## src/rtl/seg7_spi_sequencer_pkg.sv

```systemverilog
// Shared types and segment table for the 7-segment SPI display path.
package seg7_spi_sequencer_pkg;

  typedef enum logic [2:0] {IDLE, OFFER, SHIFT, GAP, DONE} seq_state_t;

  localparam int SEG_DP_BIT = 7;

  // {dp,g,f,e,d,c,b,a}, active-high, dp clear
  localparam logic [7:0] SEG_HEX [16] = '{
    8'h3F, 8'h06, 8'h5B, 8'h4F, 8'h66, 8'h6D, 8'h7D, 8'h07,
    8'h7F, 8'h6F, 8'h77, 8'h7C, 8'h39, 8'h5E, 8'h79, 8'h71
  };

endpackage

```

## src/rtl/seg7_spi_sequencer_if.sv

```systemverilog
// Value request and SPI-master byte handshake for the display sequencer.
interface seg7_spi_sequencer_if #(parameter int NUM_DIGITS = 8);
  logic [4*NUM_DIGITS-1:0] value_i;
  logic [NUM_DIGITS-1:0]   dp_i;
  logic                    value_valid_i;
  logic                    ready_o;
  logic [7:0]              spi_tx_data_o;
  logic                    spi_tx_valid_o;
  logic                    spi_tx_ready_i;
  logic                    spi_done_i;
  logic                    spi_ss_o;
  logic                    frame_done_o;

  modport master (
    input  value_i, dp_i, value_valid_i, spi_tx_ready_i, spi_done_i,
    output ready_o, spi_tx_data_o, spi_tx_valid_o, spi_ss_o, frame_done_o
  );

  modport slave (
    output value_i, dp_i, value_valid_i, spi_tx_ready_i, spi_done_i,
    input  ready_o, spi_tx_data_o, spi_tx_valid_o, spi_ss_o, frame_done_o
  );
endinterface

```

## src/rtl/seg7_spi_sequencer_hex_to_seg7.sv

```systemverilog
// Nibble to 7-segment byte, with decimal point and optional inversion.
module hex_to_seg7
  import seg7_spi_sequencer_pkg::*;
(
  input  logic [3:0] nibble,
  input  logic       dp,
  input  logic       invert,
  output logic [7:0] code
);
  logic [7:0] raw;

  assign raw  = SEG_HEX[nibble] | (8'(dp) << SEG_DP_BIT);
  assign code = invert ? ~raw : raw;
endmodule

```

## src/rtl/seg7_spi_sequencer.sv

```systemverilog
// Feeds 7-segment code bytes for a hex value to the SPI master and frames
// them with slave select so the rising edge latches the 74HC595 chain.
module seg7_spi_sequencer
  import seg7_spi_sequencer_pkg::*;
#(
  parameter int NUM_DIGITS     = 8,
  parameter bit SEG_ACTIVE_LOW = 1'b0,
  parameter int GAP_CYCLES     = 4
) (
  input logic                  clk_i,
  input logic                  rst_i,
  seg7_spi_sequencer_if.master bus
);
  localparam int VAL_W = 4 * NUM_DIGITS;
  localparam int DIG_W = (NUM_DIGITS > 1) ? $clog2(NUM_DIGITS) : 1;
  localparam int GAP_W = (GAP_CYCLES > 0) ? $clog2(GAP_CYCLES + 1) : 1;
  localparam logic [DIG_W-1:0] LAST_DIG = DIG_W'(NUM_DIGITS - 1);
  localparam logic [GAP_W-1:0] GAP_END  = GAP_W'(GAP_CYCLES - 1);

  if (GAP_CYCLES < 1) begin : g_gap_chk
    $error("seg7_spi_sequencer: GAP_CYCLES must be at least 1");
  end

  seq_state_t              state;
  logic [VAL_W-1:0]        shadow_val;
  logic [NUM_DIGITS-1:0]   shadow_dp;
  logic [DIG_W-1:0]        digit_cnt;
  logic [GAP_W-1:0]        gap_cnt;

  logic [VAL_W-1:0]        src_val;
  logic [NUM_DIGITS-1:0]   src_dp;
  logic [DIG_W-1:0]        sel;
  logic [3:0]              nib;
  logic                    nib_dp;
  logic [7:0]              code;

  // The encoder looks one byte ahead so the offer register loads on the same
  // edge that accepts a request or sees spi_done: raw inputs in IDLE, shadow after.
  always_comb begin
    src_val = shadow_val;
    src_dp  = shadow_dp;
    sel     = digit_cnt - DIG_W'(1);
    if (state == IDLE) begin
      src_val = bus.value_i;
      src_dp  = bus.dp_i;
      sel     = LAST_DIG;
    end
    nib    = '0;
    nib_dp = 1'b0;
    for (int k = 0; k < NUM_DIGITS; k++) begin
      if (sel == DIG_W'(k)) begin
        nib    = src_val[4*k +: 4];
        nib_dp = src_dp[k];
      end
    end
  end

  hex_to_seg7 u_seg (
    .nibble (nib),
    .dp     (nib_dp),
    .invert (SEG_ACTIVE_LOW),
    .code   (code)
  );

  always_ff @(posedge clk_i or negedge rst_i) begin
    if (!rst_i) begin
      state              <= IDLE;
      shadow_val         <= '0;
      shadow_dp          <= '0;
      digit_cnt          <= '0;
      gap_cnt            <= '0;
      bus.ready_o        <= 1'b0;
      bus.spi_ss_o       <= 1'b1;
      bus.spi_tx_valid_o <= 1'b0;
      bus.spi_tx_data_o  <= '0;
      bus.frame_done_o   <= 1'b0;
    end else begin
      case (state)
        IDLE: begin
          if (bus.value_valid_i && bus.ready_o) begin
            shadow_val         <= bus.value_i;
            shadow_dp          <= bus.dp_i;
            digit_cnt          <= LAST_DIG;
            bus.ready_o        <= 1'b0;
            bus.spi_ss_o       <= 1'b0;
            bus.spi_tx_valid_o <= 1'b1;
            bus.spi_tx_data_o  <= code;
            state              <= OFFER;
          end else begin
            bus.ready_o <= 1'b1;
          end
        end
        OFFER: begin
          // spi_done here belongs to no byte of ours yet; only ready matters
          if (bus.spi_tx_ready_i) begin
            bus.spi_tx_valid_o <= 1'b0;
            state              <= SHIFT;
          end
        end
        SHIFT: begin
          if (bus.spi_done_i) begin
            if (digit_cnt == '0) begin
              bus.spi_ss_o <= 1'b1;
              gap_cnt      <= '0;
              state        <= GAP;
            end else begin
              digit_cnt          <= digit_cnt - DIG_W'(1);
              bus.spi_tx_valid_o <= 1'b1;
              bus.spi_tx_data_o  <= code;
              state              <= OFFER;
            end
          end
        end
        GAP: begin
          if (gap_cnt == GAP_END) begin
            bus.frame_done_o <= 1'b1;
            state            <= DONE;
          end else begin
            gap_cnt <= gap_cnt + GAP_W'(1);
          end
        end
        DONE: begin
          bus.frame_done_o <= 1'b0;
          bus.ready_o      <= 1'b1;
          state            <= IDLE;
        end
        default: state <= IDLE;
      endcase
    end
  end
endmodule

```

## src/flat_wrapper.sv

```systemverilog
// flat-port wrapper written by rule: the top's interface ports become plain ports
module seg7_spi_sequencer_flat import seg7_spi_sequencer_pkg::*;
#(
  parameter int NUM_DIGITS     = 8,
  parameter bit SEG_ACTIVE_LOW = 1'b0,
  parameter int GAP_CYCLES     = 4
)
  (clk_i, rst_i, bus_value_i, bus_dp_i, bus_value_valid_i, bus_spi_tx_ready_i, bus_spi_done_i, bus_ready_o, bus_spi_tx_data_o, bus_spi_tx_valid_o, bus_spi_ss_o, bus_frame_done_o);
  seg7_spi_sequencer_if #(.NUM_DIGITS(NUM_DIGITS)) bus_i ();
  input logic clk_i;
  input logic rst_i;
  input wire logic [$bits(bus_i.value_i)-1:0] bus_value_i;
  input wire logic [$bits(bus_i.dp_i)-1:0] bus_dp_i;
  input wire logic [$bits(bus_i.value_valid_i)-1:0] bus_value_valid_i;
  input wire logic [$bits(bus_i.spi_tx_ready_i)-1:0] bus_spi_tx_ready_i;
  input wire logic [$bits(bus_i.spi_done_i)-1:0] bus_spi_done_i;
  output wire logic [$bits(bus_i.ready_o)-1:0] bus_ready_o;
  output wire logic [$bits(bus_i.spi_tx_data_o)-1:0] bus_spi_tx_data_o;
  output wire logic [$bits(bus_i.spi_tx_valid_o)-1:0] bus_spi_tx_valid_o;
  output wire logic [$bits(bus_i.spi_ss_o)-1:0] bus_spi_ss_o;
  output wire logic [$bits(bus_i.frame_done_o)-1:0] bus_frame_done_o;
  assign bus_i.value_i = bus_value_i;
  assign bus_i.dp_i = bus_dp_i;
  assign bus_i.value_valid_i = bus_value_valid_i;
  assign bus_i.spi_tx_ready_i = bus_spi_tx_ready_i;
  assign bus_i.spi_done_i = bus_spi_done_i;
  assign bus_ready_o = bus_i.ready_o;
  assign bus_spi_tx_data_o = bus_i.spi_tx_data_o;
  assign bus_spi_tx_valid_o = bus_i.spi_tx_valid_o;
  assign bus_spi_ss_o = bus_i.spi_ss_o;
  assign bus_frame_done_o = bus_i.frame_done_o;
  seg7_spi_sequencer #(.NUM_DIGITS(NUM_DIGITS), .SEG_ACTIVE_LOW(SEG_ACTIVE_LOW), .GAP_CYCLES(GAP_CYCLES)) u_core (.clk_i(clk_i), .rst_i(rst_i), .bus(bus_i));
endmodule
```

## config.mk

```make
export PLATFORM = sky130hd
export DESIGN_NAME = seg7_spi_sequencer_flat
export DESIGN_NICKNAME = d
export VERILOG_FILES = /design/src/rtl/seg7_spi_sequencer_pkg.sv /design/src/rtl/seg7_spi_sequencer_if.sv /design/src/rtl/seg7_spi_sequencer_hex_to_seg7.sv /design/src/rtl/seg7_spi_sequencer.sv /design/src/flat_wrapper.sv
export SDC_FILE = /design/constraint.sdc
export NUM_CORES = 1
export LEC_CHECK = 0
export BUFFER_PORTS_ARGS = -buffer_cell sky130_fd_sc_hd__buf_4
export CORE_UTILIZATION = 45
export DETAILED_ROUTE_END_ITERATION = 7
export GPL_ROUTABILITY_DRIVEN = 0
export PLACE_DENSITY = 0.73
export SYNTH_ARGS = -nofsm -noshare
export SYNTH_HDL_FRONTEND = slang
export SYNTH_SLANG_ARGS = --single-unit
export TNS_END_PERCENT = 30
```

## constraint.sdc

```tcl
create_clock -name clk_i -period 8.9 [get_ports clk_i]
set_clock_uncertainty 0.15 [all_clocks]
set_input_delay 0.89 -clock clk_i [delete_from_list [all_inputs] [get_ports clk_i]]
set_output_delay 0.89 -clock clk_i [all_outputs]
set_load 0.05 [all_outputs]
```

# After elaboration in Yosys (flattened, before gate mapping)
# Memory sizes are Yosys's and may differ from the RTL's.
# Cells that the tools add are included.
# classes
mux	52
magnitude_cmp	1
bitwise	2
addsub	2
reduce_logical	16
n_eq_ne	19
# op_table
op	n
8-bit two-way mux	6
3-bit two-way mux	11
32-bit two-way mux	1
4-bit two-way mux	8
1-bit two-way mux	17
8-bit one-hot mux with 2 select lines	1
4-bit AND reduction	4
3-bit by 2-bit == test with 1-bit output (second input constant)	5
3-bit == test (second input constant)	5
3-bit one-hot mux with 2 select lines	2
3-bit one-hot mux with 4 select lines	1
2-bit inequality test (second input constant)	5
3-bit zero test	3
8-bit OR	1
2-bit nonzero test	4
3-bit by 1-bit == test with 1-bit output (second input constant)	2
1-bit one-hot mux with 2 select lines	3
5-bit >= comparator (second input constant)	1
4-bit inverter with 5-bit output	1
5-bit AND reduction	1
2-bit by 1-bit inequality test with 1-bit output (second input constant)	2
2-bit AND reduction	2
3-bit by 1-bit adder with 3-bit output (second input constant)	1
1-bit one-hot mux with 3 select lines	1
4 further kinds	4
# totals
n_memories	1
inputBits	45
reg_bits	61
word_cells	103
mem_bits_ro	128
# mem_list
name	words	width	read_ports	rd_ports_with_merged_regs	write_ports	line	rtl
(no name shown)	16	8	1	0	0	seg7_spi_sequencer_hex_to_seg7.sv:12	assign raw = SEG_HEX[nibble] | (8'(dp) << SEG_DP_BIT);

# Longest topological paths before layout
# Gate-level depths: netlist (run 1).
# logic_depth
depth_word	19
ltp_mapped	13

# Hierarchy
# A second synthesis (run 1) with hierarchy kept.
# unflattened
hier_cells	272
hier_area_um2	3278.1
# modules_own_cells
module	area_per_inst_um2	seq_area_each_um2	instances	cells_per_inst
seg7_spi_sequencer	2902.8	1527.7	1	229
hex_to_seg7	375.4	0.0	1	43

# Least setup slack after synthesis (run 1)
# OpenSTA, ideal clock, no wires.
# synth_path
kind	register to register
startpoint	register u_core.digit_cnt[0]
endpoint	register u_core.bus.spi_tx_data_o[4]
period_less_slack_ns	3.471
required_time_ns	8.608
stages_incl_launch_ff	14
setup_slack_ns	5.429
arrival_time_ns	3.179
path_buffers	2
path_cell_list	dfrtp_1 -> buf_1 -> inv_1 -> ha_1 -> xnor2_1 -> clkbuf_1 -> o21ai_0 -> nand3_1 -> o211a_1 -> inv_1 -> ha_1 -> or4_4 -> o22ai_2 -> a31oi_1
# synth_via
elab_chain_len	19
# synth_rtl
item	line	rtl
start, declared	seg7_spi_sequencer.sv:27	logic [DIG_W-1:0] digit_cnt;
start signal, assigned	seg7_spi_sequencer.sv:107	digit_cnt <= digit_cnt - DIG_W'(1);
3-bit by 1-bit subtractor with 3-bit output	seg7_spi_sequencer.sv:42	sel = digit_cnt - DIG_W'(1);
3-bit two-way mux	seg7_spi_sequencer.sv:43	if (state == IDLE) begin
3-bit zero test	seg7_spi_sequencer.sv:51	if (sel == DIG_W'(k)) begin
4-bit two-way mux (8 in series)	seg7_spi_sequencer.sv:51	
4-bit inverter with 5-bit output (implied by the code)	seg7_spi_sequencer_hex_to_seg7.sv:12	
memory 16 x 8 bit	--	
8-bit two-way mux (implied by the code) (2 in series)	seg7_spi_sequencer_hex_to_seg7.sv:12	
8-bit OR	seg7_spi_sequencer_hex_to_seg7.sv:12	
8-bit two-way mux	seg7_spi_sequencer.sv:102	if (digit_cnt == '0) begin
8-bit two-way mux	seg7_spi_sequencer.sv:101	if (bus.spi_done_i) begin
8-bit one-hot mux with 2 select lines	seg7_spi_sequencer.sv:78	case (state)
end signal, assigned	seg7_spi_sequencer.sv:87	bus.spi_tx_data_o <= code;
end signal, assigned	seg7_spi_sequencer.sv:109	bus.spi_tx_data_o <= code;
end, declared	seg7_spi_sequencer_if.sv:16	output ready_o, spi_tx_data_o, spi_tx_valid_o, spi_ss_o, frame_done_o
# Parallel ways exist; a longest one is shown, timed or not. The select of a mux whose other input is x is not followed.
# A chain may end at the register's enable or synchronous reset.

# Worst setup path after layout (run 1)
# Same ends and word-level chain as after synthesis.

==> impl_metrics.csv, run 1 <==
group,metric,value,unit
clock_tree,clk_latency,0.34,ns
timing,worst_pin_slew,1.11,ns
global_routing,grt_pass1_vias,2330,
synthesis,async_flop_share,1.00,
timing,final_hold_viol_count,0,
clock_tree,cts_buffers,9,
global_routing,grt_max_degree,62,
synthesis,synth_area_leaders,"dfrtp_1, mux2_2, ha_1",
final_layout,drive_above_1_share,0.370,
placement,dp.cells,434,
min_path,min_to,"u_core.bus.spi_tx_data_o[2]",
clock_tree,post_cts_resized,0,
detailed_routing,via_count,2471,
timing,fin_crit,4.23,ns
clock_tree,cts_root_buffer,"clkbuf_8",
timing,rsz0062_at_grt,"false",
final_layout,final_util,0.577,
floorplanning,die_h,87.8,µm
synthesis,mappedNetlistArea,3310,µm²
synthesis,netlist_instances,298,
clock_tree,clk_pin_slew_worst_paths,0.07,ns
clock_tree,clockBufferDepth,2,
worst_setup_path,worstSetupPathType,"flip-flop to flip-flop",
worst_setup_path,ff2ff_path_depth,11,
worst_setup_path,worstPathMaxFanout,23,
timing,post-route-period-util,0.476,
worst_setup_path,worstPathRequired,8.97,ns
min_path,hp-class,"flip-flop to flip-flop",
synthesis,yosys_warnings,0,
clock_tree,cts_tree,"yes",
status,status,"finished clean",
detailed_routing,dr.pass1.iters,4,
synthesis,syn-num-nets,354,
timing,fmax,0.236,GHz
detailed_routing,viasPerCell,5.49,
global_routing,grt_pass1_wl,11400,µm
synthesis,synth_cell_types,50,
final_layout,layout.nets,405,
pwr,p_leak,1.77,nW
detailed_routing,drt_iter0_markers,171,
clock_tree,cts.sinks,61,
floorplanning,num_rows,30,
synthesis,netlist.area_leader.share,0.453,
clock_tree,cts_hold_buf,0,
synthesis,ys_seq_area_frac,0.461,
floorplanning,dieArea,7710,µm²
timing,setup_tns,0,ns
synthesis,avgSynthCellArea,11.1,µm²
min_path,min_from,"u_core.bus.spi_tx_data_o[2]",
timing,slew_headroom,0.257,
placement,io_buffers,56,
worst_setup_path,worstSetupStartpointType,"flip-flop",
detailed_routing,routed_wirelength,6830,µm
clock_tree,htreeDepth,3,
pwr,max-vdd-ir-drop,0.158,mV
detailed_routing,drc,0,
final_layout,n_antenna_cell,0,
flow_run,drv_cap,0,
synthesis,synth_edf_count,0,
floorplanning,pin_count,57,
final_layout,stdcell_count,450,
synthesis,synth_ff_type,"dfrtp_1",
detailed_routing,wl_per_cell,15.2,µm
clock_tree,postCtsSetupBuffers,0,
worst_setup_path,rr_endpoint,"u_core.bus.spi_tx_data_o[4]",
global_routing,track_usage,0.196,
synthesis,ys_seq_elements,61,
worst_setup_path,end_kind,"flip-flop",
worst_setup_path,timing.rr.start,"u_core.digit_cnt[0]",
pwr,p_per_area,422,nW/µm²
placement,dp_hpwl,4850,µm
timing,setup_violations,0,
detailed_routing,ant_nets,0,
pwr,total_power,1.69,mW
final_layout,areaGrowthSynthToFinish,21.0,%
floorplanning,start_util,0.477,
floorplanning,coreArea,6940,µm²
worst_setup_path,rrSetupSlack,4.67,ns
global_routing,grt_overflow,0,
worst_setup_path,critical_path_arrival,4.30,ns
timing,slew_violations,0,
final_layout,nFillCells,607,
floorplanning,die_w,87.8,µm
global_routing,antenna_found_initial,0,
synthesis,yosysTopAreaCell,"dfrtp_1",
min_path,whs_path_depth,2,
==> synthesized netlist by cell type (2+ instances only) <==
cell type  instances
a21oi_1           10
a221oi_1           2
a31oi_1            9
a32o_1             2
a41oi_1            2
and3_1             3
and3b_1            2
buf_2             11
clkbuf_1           4
dfrtp_1           60
ha_1              11
inv_1             10
mux2_2            47
mux2i_1            8
mux4_2             3
nand2_1           21
nand3_1            7
nand4_1            3
nor2_1            17
nor2b_1            3
nor3_1            10
nor3b_1            3
nor4_1             2
o2111ai_1          2
o211a_1            2
o21a_1             3
o21ai_0           15
o31ai_1            2
or3b_2             2
xnor2_1            2
==> metrics by stage <==
stage,cell area [µm²],hold WS (ns),setup WS (ns)
floorplan,3310,0.300,5.43
global placement,3790,0.312,4.85
detailed placement,3790,0.322,4.69
CTS,4010,0.337,4.68
global route,4010,0.344,4.26
finish,4010,0.330,4.67
==> state kept, by name (all words and copies together) (netlist names) <==
signal / cells
u_core.shadow_val: 32
u_core.bus.spi_tx_data_o: 8
u_core.shadow_dp: 8
u_core.digit_cnt: 3
u_core.gap_cnt: 3
u_core.state: 3
u_core.bus.frame_done_o: 1
u_core.bus.ready_o: 1
u_core.bus.spi_ss_o: 1
u_core.bus.spi_tx_valid_o: 1
==> logic make-up (layout without fill, tap and decap cells) <==
group	Yosys count	in the layout	share of synthesized area
fa+ha+maj	11	11	0.0415
simple gates	78	78	0.119
mux	58	58	0.204
compound gates	59	59	0.125
xor+xnor	4	4	0.0128
flops	61	61	0.461
buf+inv	27	83	0.0370
==> worst max-delay path by stage <==
stage | startpoint | end | slack [ns] | depth (start not counted)
after CTS | u_core.digit_cnt[0] | u_core.bus.spi_tx_data_o[4] | 4.68 | 11
after global placement | u_core.digit_cnt[0] | u_core.bus.spi_tx_data_o[4] | 4.85 | 11
after global routing | u_core.digit_cnt[0] | u_core.bus.spi_tx_data_o[4] | 4.26 | 11
final | u_core.digit_cnt[0] | u_core.bus.spi_tx_data_o[4] | 4.67 | 11
after floorplan | u_core.digit_cnt[0] | u_core.bus.spi_tx_data_o[4] | 5.43 | 13
after detailed placement | u_core.digit_cnt[0] | u_core.bus.spi_tx_data_o[4] | 4.69 | 11
==> cell usage in the layout (no fill, tap or decap), drive strengths merged, types with 2 or more instances in the layout <==
cell and count:
mux2 47, nor4 2, o2111ai 2, o211a 2, a41oi 2, bufinv 2
nand3 7, clkbuf 12, dfrtp 60, nand2 22, o21ai 15, o31ai 2
inv 10, o22ai 2, mux4 3, xor2 2, a21oi 10, or4 2
nor2b 3, or3b 2, nand4 3, a32o 2, a31oi 9, and3 3
nor3 10, nor2 17, ha 11, mux2i 8, buf 57, o21a 3
a221oi 2, nor3b 3, xnor2 2, and3b 2
==> worst max-delay path, stage by stage, from the launching register on <==
cell     delay (ns)
dfrtp_1        0.88
inv_1          0.21
ha_1           0.31
xnor2_1        0.85
o21ai_0        0.21
nand3_1        0.14
o211a_1        0.29
inv_1          0.16
ha_1           0.24
or4_4          0.53
o22ai_2        0.09
a31oi_1        0.06
==> cell type report <==
cell class	count	area, µm²	area share
multi-input cells	210	1680	0.419
flip-flops and latches	61	1530	0.381
inverters	10	37.5	0.00936
clock inverters	4	72.6	0.0181
repair buffers	57	428	0.107
well taps	96	120	0.0300
clock buffers	12	145	0.0362
==> routing by layer <==
metal | track usage | vias to the layer above | part of all wire
met5 | 0 | - | 0
met4 | 0.0835 | 0 | 0.0089
met3 | 0.0396 | 7 | 0.047
met2 | 0.298 | 68 | 0.46
met1 | 0.272 | 1203 | 0.48
li1 | - | 1193 | -
==> where the power goes <==
| group | switching (mW) | internal [mW] | total [mW] |
|---|---|---|---|
| clock network | 0.110 | 0.165 | 0.275 |
| logic | 0.505 | 0.399 | 0.904 |
| registers | 0.100 | 0.410 | 0.511 |
Power figures use the tool's default switching activity.
==> inputs of run 2 (changes only) <==
- ABC_AREA: default -> 1
- PLACE_DENSITY: 0.73 -> 0.75
- clock period: 8.9 -> 3.47 ns (I/O delays scaled with it)
==> run 2 against run 1 <==
Compared with the run above:
- non-clock buffer count rose by 3
- highest routed layer unchanged
- via count rose by 29%
- critical endpoint is now u_core.bus.spi_tx_data_o[1]
- register-to-register slack got worse by 4.2 ns
- cell area rose by 7.3%
- global-route usage rose by 1.2 points
- worst setup slack got worse by 4.2 ns
- synthesized cell count rose by 61%
==> impl_metrics.csv, run 2 <==
group,metric,value,unit
floorplanning,coreArea,7730,µm²
timing,worst_pin_slew,0.790,ns
min_path,hp-class,"input pin to flip-flop",
global_routing,antenna_found_initial,0,
synthesis,async_flop_share,1.00,
synthesis,ys_seq_area_frac,0.425,
detailed_routing,via_count,3183,
detailed_routing,ant_nets,0,
floorplanning,die_h,91.4,µm
timing,setup_violations,0,
final_layout,largest_register_ffs,32,
timing,post-route-period-util,0.878,
final_layout,n_antenna_cell,0,
final_layout,areaGrowthSynthToFinish,19.6,%
floorplanning,pin_count,57,
clock_tree,htreeDepth,3,
synthesis,synth_cell_types,36,
detailed_routing,wl_per_cell,12.3,µm
detailed_routing,drc,0,
clock_tree,postCtsSetupBuffers,0,
synthesis,synth_ff_type,"dfrtp_1",
worst_setup_path,end_kind,"flip-flop",
clock_tree,cts_root_buffer,"clkbuf_8",
synthesis,synth_common_cells,"nand2_1, inv_1, o21ai_0",
synthesis,netlist.area_leader.share,0.418,
clock_tree,clockBufferDepth,2,
status,status,"finished clean",
timing,setup_tns,0,ns
synthesis,synth_area_leaders,"dfrtp_1, nand2_1, o21ai_0",
timing,rsz0062_at_grt,"false",
detailed_routing,routed_wirelength,7890,µm
synthesis,yosysTopAreaCell,"dfrtp_1",
floorplanning,dieArea,8350,µm²
global_routing,grt_pass1_wl,13800,µm
flow_run,drv_cap,0,
timing,fmax,0.328,GHz
detailed_routing,viasPerCell,4.96,
floorplanning,start_util,0.465,
global_routing,grt_max_degree,75,
detailed_routing,dr.pass1.iters,4,
clock_tree,clk_latency,0.34,ns
final_layout,regMostFlops,"u_core.shadow_val",
placement,io_buffers,56,
timing,fin_crit,3.05,ns
clock_tree,cts_tree,"yes",
final_layout,reg.largest.list,"u_core.shadow_val (32), u_core.bus.spi_tx_data_o (8), u_core.shadow_dp (8)",
floorplanning,die_w,91.4,µm
worst_setup_path,worstPathRequired,3.55,ns
final_layout,final_common_cell,"nand2_1",
timing,slew_violations,0,
synthesis,netlist_instances,481,
synthesis,synth_edf_count,0,
final_layout,layout.nets,591,
clock_tree,cts.sinks,61,
worst_setup_path,worstPathMaxFanout,6,
worst_setup_path,worstSetupStartpointType,"flip-flop",
synthesis,mappedNetlistArea,3600,µm²
timing,slew_headroom,0.470,
worst_setup_path,critical_path_arrival,3.13,ns
placement,dp_hpwl,5710,µm
final_layout,final_cell_mix,"nand2_1, inv_1, o21ai_0",
final_layout,drive_above_1_share,0.193,
clock_tree,clk_pin_slew_worst_paths,0.07,ns
timing,final_hold_viol_count,0,
timing,worst_hold_slack,0.0720,ns
synthesis,yosys_warnings,0,
synthesis,ys_seq_elements,61,
synthesis,avgSynthCellArea,7.48,µm²
detailed_routing,drt_iter0_markers,187,
clock_tree,cts_buffers,9,
floorplanning,num_rows,32,
global_routing,track_usage,0.208,
worst_setup_path,worstSetupPathType,"flip-flop to flip-flop",
synthesis,syn-num-nets,537,
clock_tree,post_cts_resized,0,
clock_tree,cts_hold_buf,1,
global_routing,grt_pass1_vias,3110,
synthesis,yosysMostFrequentCell,"nand2_1",
global_routing,grt_overflow,0,
-- run 2: cell types whose count changed in the layout (fill, tap and decap cells not counted), sizes merged, moves of 8 or more --
cell and delta:
a31oi -8, inv +62, mux2 -47, mux2i -8, nand2 +131, nand3 +12
nor2 +13, o211ai +14, o21ai +60
-- run 2: layer usage --
metal | up-vias | routed length [µm] | part of all wire | global-route usage
li1 | 1647 | - | - | -
met1 | 1439 | 3730 | 0.47 | 0.272
met2 | 83 | 3580 | 0.45 | 0.335
met3 | 14 | 393 | 0.050 | 0.0310
met4 | 0 | 180 | 0.023 | 0.106
met5 | - | 0 | 0 | 0
-- run 2: cell families (layout without fill, tap and decap cells) --
| kind of cell | count (synthesis) | in the layout | share of synthesized area |
|---|---|---|---|
| and+or+nand+nor | 211 | 211 | 0.255 |
| DFF | 61 | 61 | 0.425 |
| buffers and inverters | 89 | 148 | 0.108 |
| adders and majority gates | 11 | 11 | 0.0383 |
| AOI/OAI and AO/OA | 109 | 109 | 0.173 |
-- run 2: final timing paths --
| path | end | cells past startpoint | slack (ns) | from |
|---|---|---|---|---|
| max reg2reg | u_core.bus.spi_tx_data_o[1] | 21 | 0.42 | u_core.digit_cnt[0] |
| min reg2reg | u_core.shadow_dp[7] | 2 | 0.33 | u_core.shadow_dp[7] |
| max | u_core.bus.spi_tx_data_o[1] | 21 | 0.42 | u_core.digit_cnt[0] |
| min | u_core.shadow_val[17] | 3 | 0.07 | bus_value_i[17] |
| min in group asynchronous | u_core.shadow_val[28] | 2 | 0.46 | rst_i |
| max in group asynchronous | u_core.state[2] | 2 | 2.19 | rst_i |
-- run 2: worst max-delay path: stages, from the launching register on --
cell     delay, ns
dfrtp_1       0.41
inv_1         0.17
ha_1          0.20
inv_1         0.04
nand2_1       0.05
nand2_1       0.16
nand2_4       0.15
inv_1         0.06
nand2_1       0.09
inv_2         0.07
nand2_1       0.06
o21ai_0       0.08
inv_1         0.05
nand2_1       0.05
nand2_1       0.05
nand2_1       0.06
a21oi_2       0.28
inv_1         0.14
ha_1          0.30
nand2_1       0.07
a21oi_1       0.17
a21oi_2       0.07
-- run 2: area by class of cell --
cell class              count  area (µm²)
fillers                   777        3430
multi-input cells         331        1680
flip-flops and latches     61        1530
repair buffers             60         453
inverters                  72         270
clock buffers              13         179
well taps                 102         128
clock inverters             3        65.1
-- run 2: metrics by stage --
step / cells / worst slack (ns) / utilization / area [µm²]
finish: 642 / 0.422 / 0.557 / 4300
CTS: 642 / 0.417 / 0.557 / 4300
detailed placement: 625 / 0.448 / 0.524 / 4050
floorplan: 481 / 0.796 / - / 3600
global route: 642 / 0.0812 / 0.557 / 4300
global placement: 625 / 0.591 / 0.524 / 4050
Power of run 2 is left out: the tool's default activity adds up to more than one toggle a clock period on the data nets, which glitch-free logic cannot reach.
==> inputs of run 3 (changes only) <==
- CORE_MARGIN: default -> 1.5
- CTS_BUF_LIST: default -> sky130_fd_sc_hd__clkbuf_4
==> run 3 against run 2 <==
Compared with the run above:
- via count is 1.0% higher
- non-clock buffer count is 1 higher
- first-iteration DRC count up 17%
- critical path depth is 4 lower
- clock-buffer cell count decreased by 3
- wire length is essentially flat
- die area grew 2.2%
- worst hold slack worse by 0.043 ns
- highest routed layer unchanged
- core utilization is 1.3 points lower
- maximum frequency is 0.38% lower
- sequential share of layout area is 0.87 points higher
- sequential cell count unchanged
==> impl_metrics.csv, run 3 (synthesis results as in run 2) <==
group,metric,value,unit
status,status,"finished clean",
detailed_routing,drc,0,
detailed_routing,viasPerCell,5.00,
final_layout,final_cell_mix,"nand2_1, inv_1, o21ai_0",
clock_tree,cts_buffers,9,
timing,slew_violations,0,
placement,dp_hpwl,5700,µm
final_layout,drive_above_1_share,0.189,
clock_tree,clk_latency,0.40,ns
flow_run,drv_cap,0,
final_layout,n_antenna_cell,0,
floorplanning,start_util,0.465,
floorplanning,pin_count,57,
detailed_routing,ant_nets,0,
global_routing,track_usage,0.201,
floorplanning,num_rows,32,
global_routing,grt_overflow,0,
clock_tree,clk_pin_slew_worst_paths,0.10,ns
detailed_routing,drt_iter0_markers,218,
final_layout,reg.largest.list,"u_core.shadow_val (32), u_core.bus.spi_tx_data_o (8), u_core.shadow_dp (8)",
floorplanning,die_w,92.4,µm
timing,final_hold_viol_count,0,
worst_setup_path,max_stage_delay,0.43,ns
worst_setup_path,ff2ff_path_depth,17,
final_layout,layout.nets,592,
clock_tree,htreeDepth,3,
clock_tree,cts.sinks,61,
global_routing,grt_max_degree,75,
worst_setup_path,worstSetupPathType,"flip-flop to flip-flop",
final_layout,largest_register_ffs,32,
worst_setup_path,worstSetupStartpointType,"flip-flop",
detailed_routing,routed_wirelength,7880,µm
clock_tree,cts_tree,"yes",
min_path,hp-class,"input pin to flip-flop",
worst_setup_path,worstPathRequired,3.66,ns
global_routing,antenna_found_initial,0,
worst_setup_path,critical_path_arrival,3.25,ns
final_layout,areaGrowthSynthToFinish,16.8,%
timing,slew_headroom,0.482,
worst_setup_path,path_cells,"inv_1 > ha_1 > inv_1 > nand3_2 > nor2_4 > o211ai_1 > nand2_1 > nand2_1 > nand2_1 > nand2_1 > a21oi_2 > inv_1 > ha_1 > nand3b_1 > nand3_1 > nand3_1 > nand2_1",
final_layout,nFillCells,759,
timing,fmax,0.327,GHz
worst_setup_path,crit_path_frequent_cell,"nand2_1",
detailed_routing,wl_per_cell,12.3,µm
min_path,whs_path_depth,3,
placement,io_buffers,56,
worst_setup_path,end_kind,"flip-flop",
final_layout,final_common_cell,"nand2_1",
clock_tree,clockBufferDepth,2,
worst_setup_path,slowest_stage,"dfrtp_1",
floorplanning,dieArea,8540,µm²
floorplanning,die_h,92.4,µm
timing,post-route-period-util,0.882,
global_routing,grt_pass1_vias,3021,
timing,rsz0062_at_grt,"false",
timing,worst_pin_slew,0.777,ns
timing,fin_crit,3.06,ns
final_layout,regMostFlops,"u_core.shadow_val",
timing,setup_tns,0,ns
global_routing,grt_pass1_wl,13800,µm
clock_tree,post_cts_resized,0,
detailed_routing,dr.pass1.iters,5,
clock_tree,cts_root_buffer,"clkbuf_4",
floorplanning,coreArea,7730,µm²
timing,setup_violations,0,
worst_setup_path,worstPathMaxFanout,6,
detailed_routing,via_count,3215,
run 3: cell count changes in the layout (fill, tap and decap cells not counted):
cell / delta
clkinv_2: +3
dlygate4sd3_1: +2
clkbuf_4: +10
bufinv_16: -1
clkbuf_8: -13
clkinv_1: +1
buf_4: -1
run 3: cell type report:
class                           instances  area [µm²]  share of cell area
Multi-Input combinational cell        331        1680               0.400
Sequential cell                        61        1530               0.364
Timing Repair Buffer                   61         465               0.111
Inverter                               72         270              0.0644
Tap cell                              102         128              0.0304
Clock buffer                           10        75.1              0.0179
Clock inverter                          6        53.8              0.0128
run 3: path summary, 6_finish.rpt:
| check | startpoint | end | slack (ns) |
|---|---|---|---|
| worst max register to register | u_core.digit_cnt[0] | u_core.bus.spi_tx_data_o[3] | 0.41 |
| min in group asynchronous | rst_i | u_core.shadow_val[16] | 0.40 |
| worst min-delay path | bus_dp_i[7] | u_core.shadow_dp[7] | 0.03 |
| worst max-delay path | u_core.digit_cnt[0] | u_core.bus.spi_tx_data_o[3] | 0.41 |
| max in group asynchronous | rst_i | u_core.shadow_val[24] | 2.25 |
| worst min register to register | u_core.bus.spi_tx_data_o[2] | u_core.bus.spi_tx_data_o[2] | 0.34 |
run 3: repair_timing:
action	4_1_cts	5_1_grt
endpoints found under the hold margin	62	0
setup buffers	0	0
hold buffers	3	0
run 3: critical path: cells and delay by family, from the launching register on:
family | cells | cell delay (ns)
buf+inv | 3 | 0.39
simple gates | 10 | 1.06
flops | 1 | 0.43
compound gates | 2 | 0.37
fa+ha+maj | 2 | 0.60
run 3: layer usage:
metal | part of all wire | up-vias | global-route usage
li1 | - | 1649 | -
met1 | 0.48 | 1455 | 0.283
met2 | 0.44 | 94 | 0.305
met3 | 0.052 | 17 | 0.0304
met4 | 0.025 | 0 | 0.0923
met5 | 0 | - | 0
run 3: metrics by stage:
step                      worst slack [ns]  cells  area (µm²)  utilization  hold WS, ns
after global routing                0.0910    643        4200        0.543       0.0318
after detailed placement             0.441    624        4040        0.523        0.314
final                                0.411    643        4200        0.543       0.0285
after floorplan                      0.796    481        3600            -      -0.0986
after global placement               0.572    624        4040        0.523        0.305
after CTS                            0.431    643        4200        0.543      0.00434
Power of run 3 is left out for the same reason.
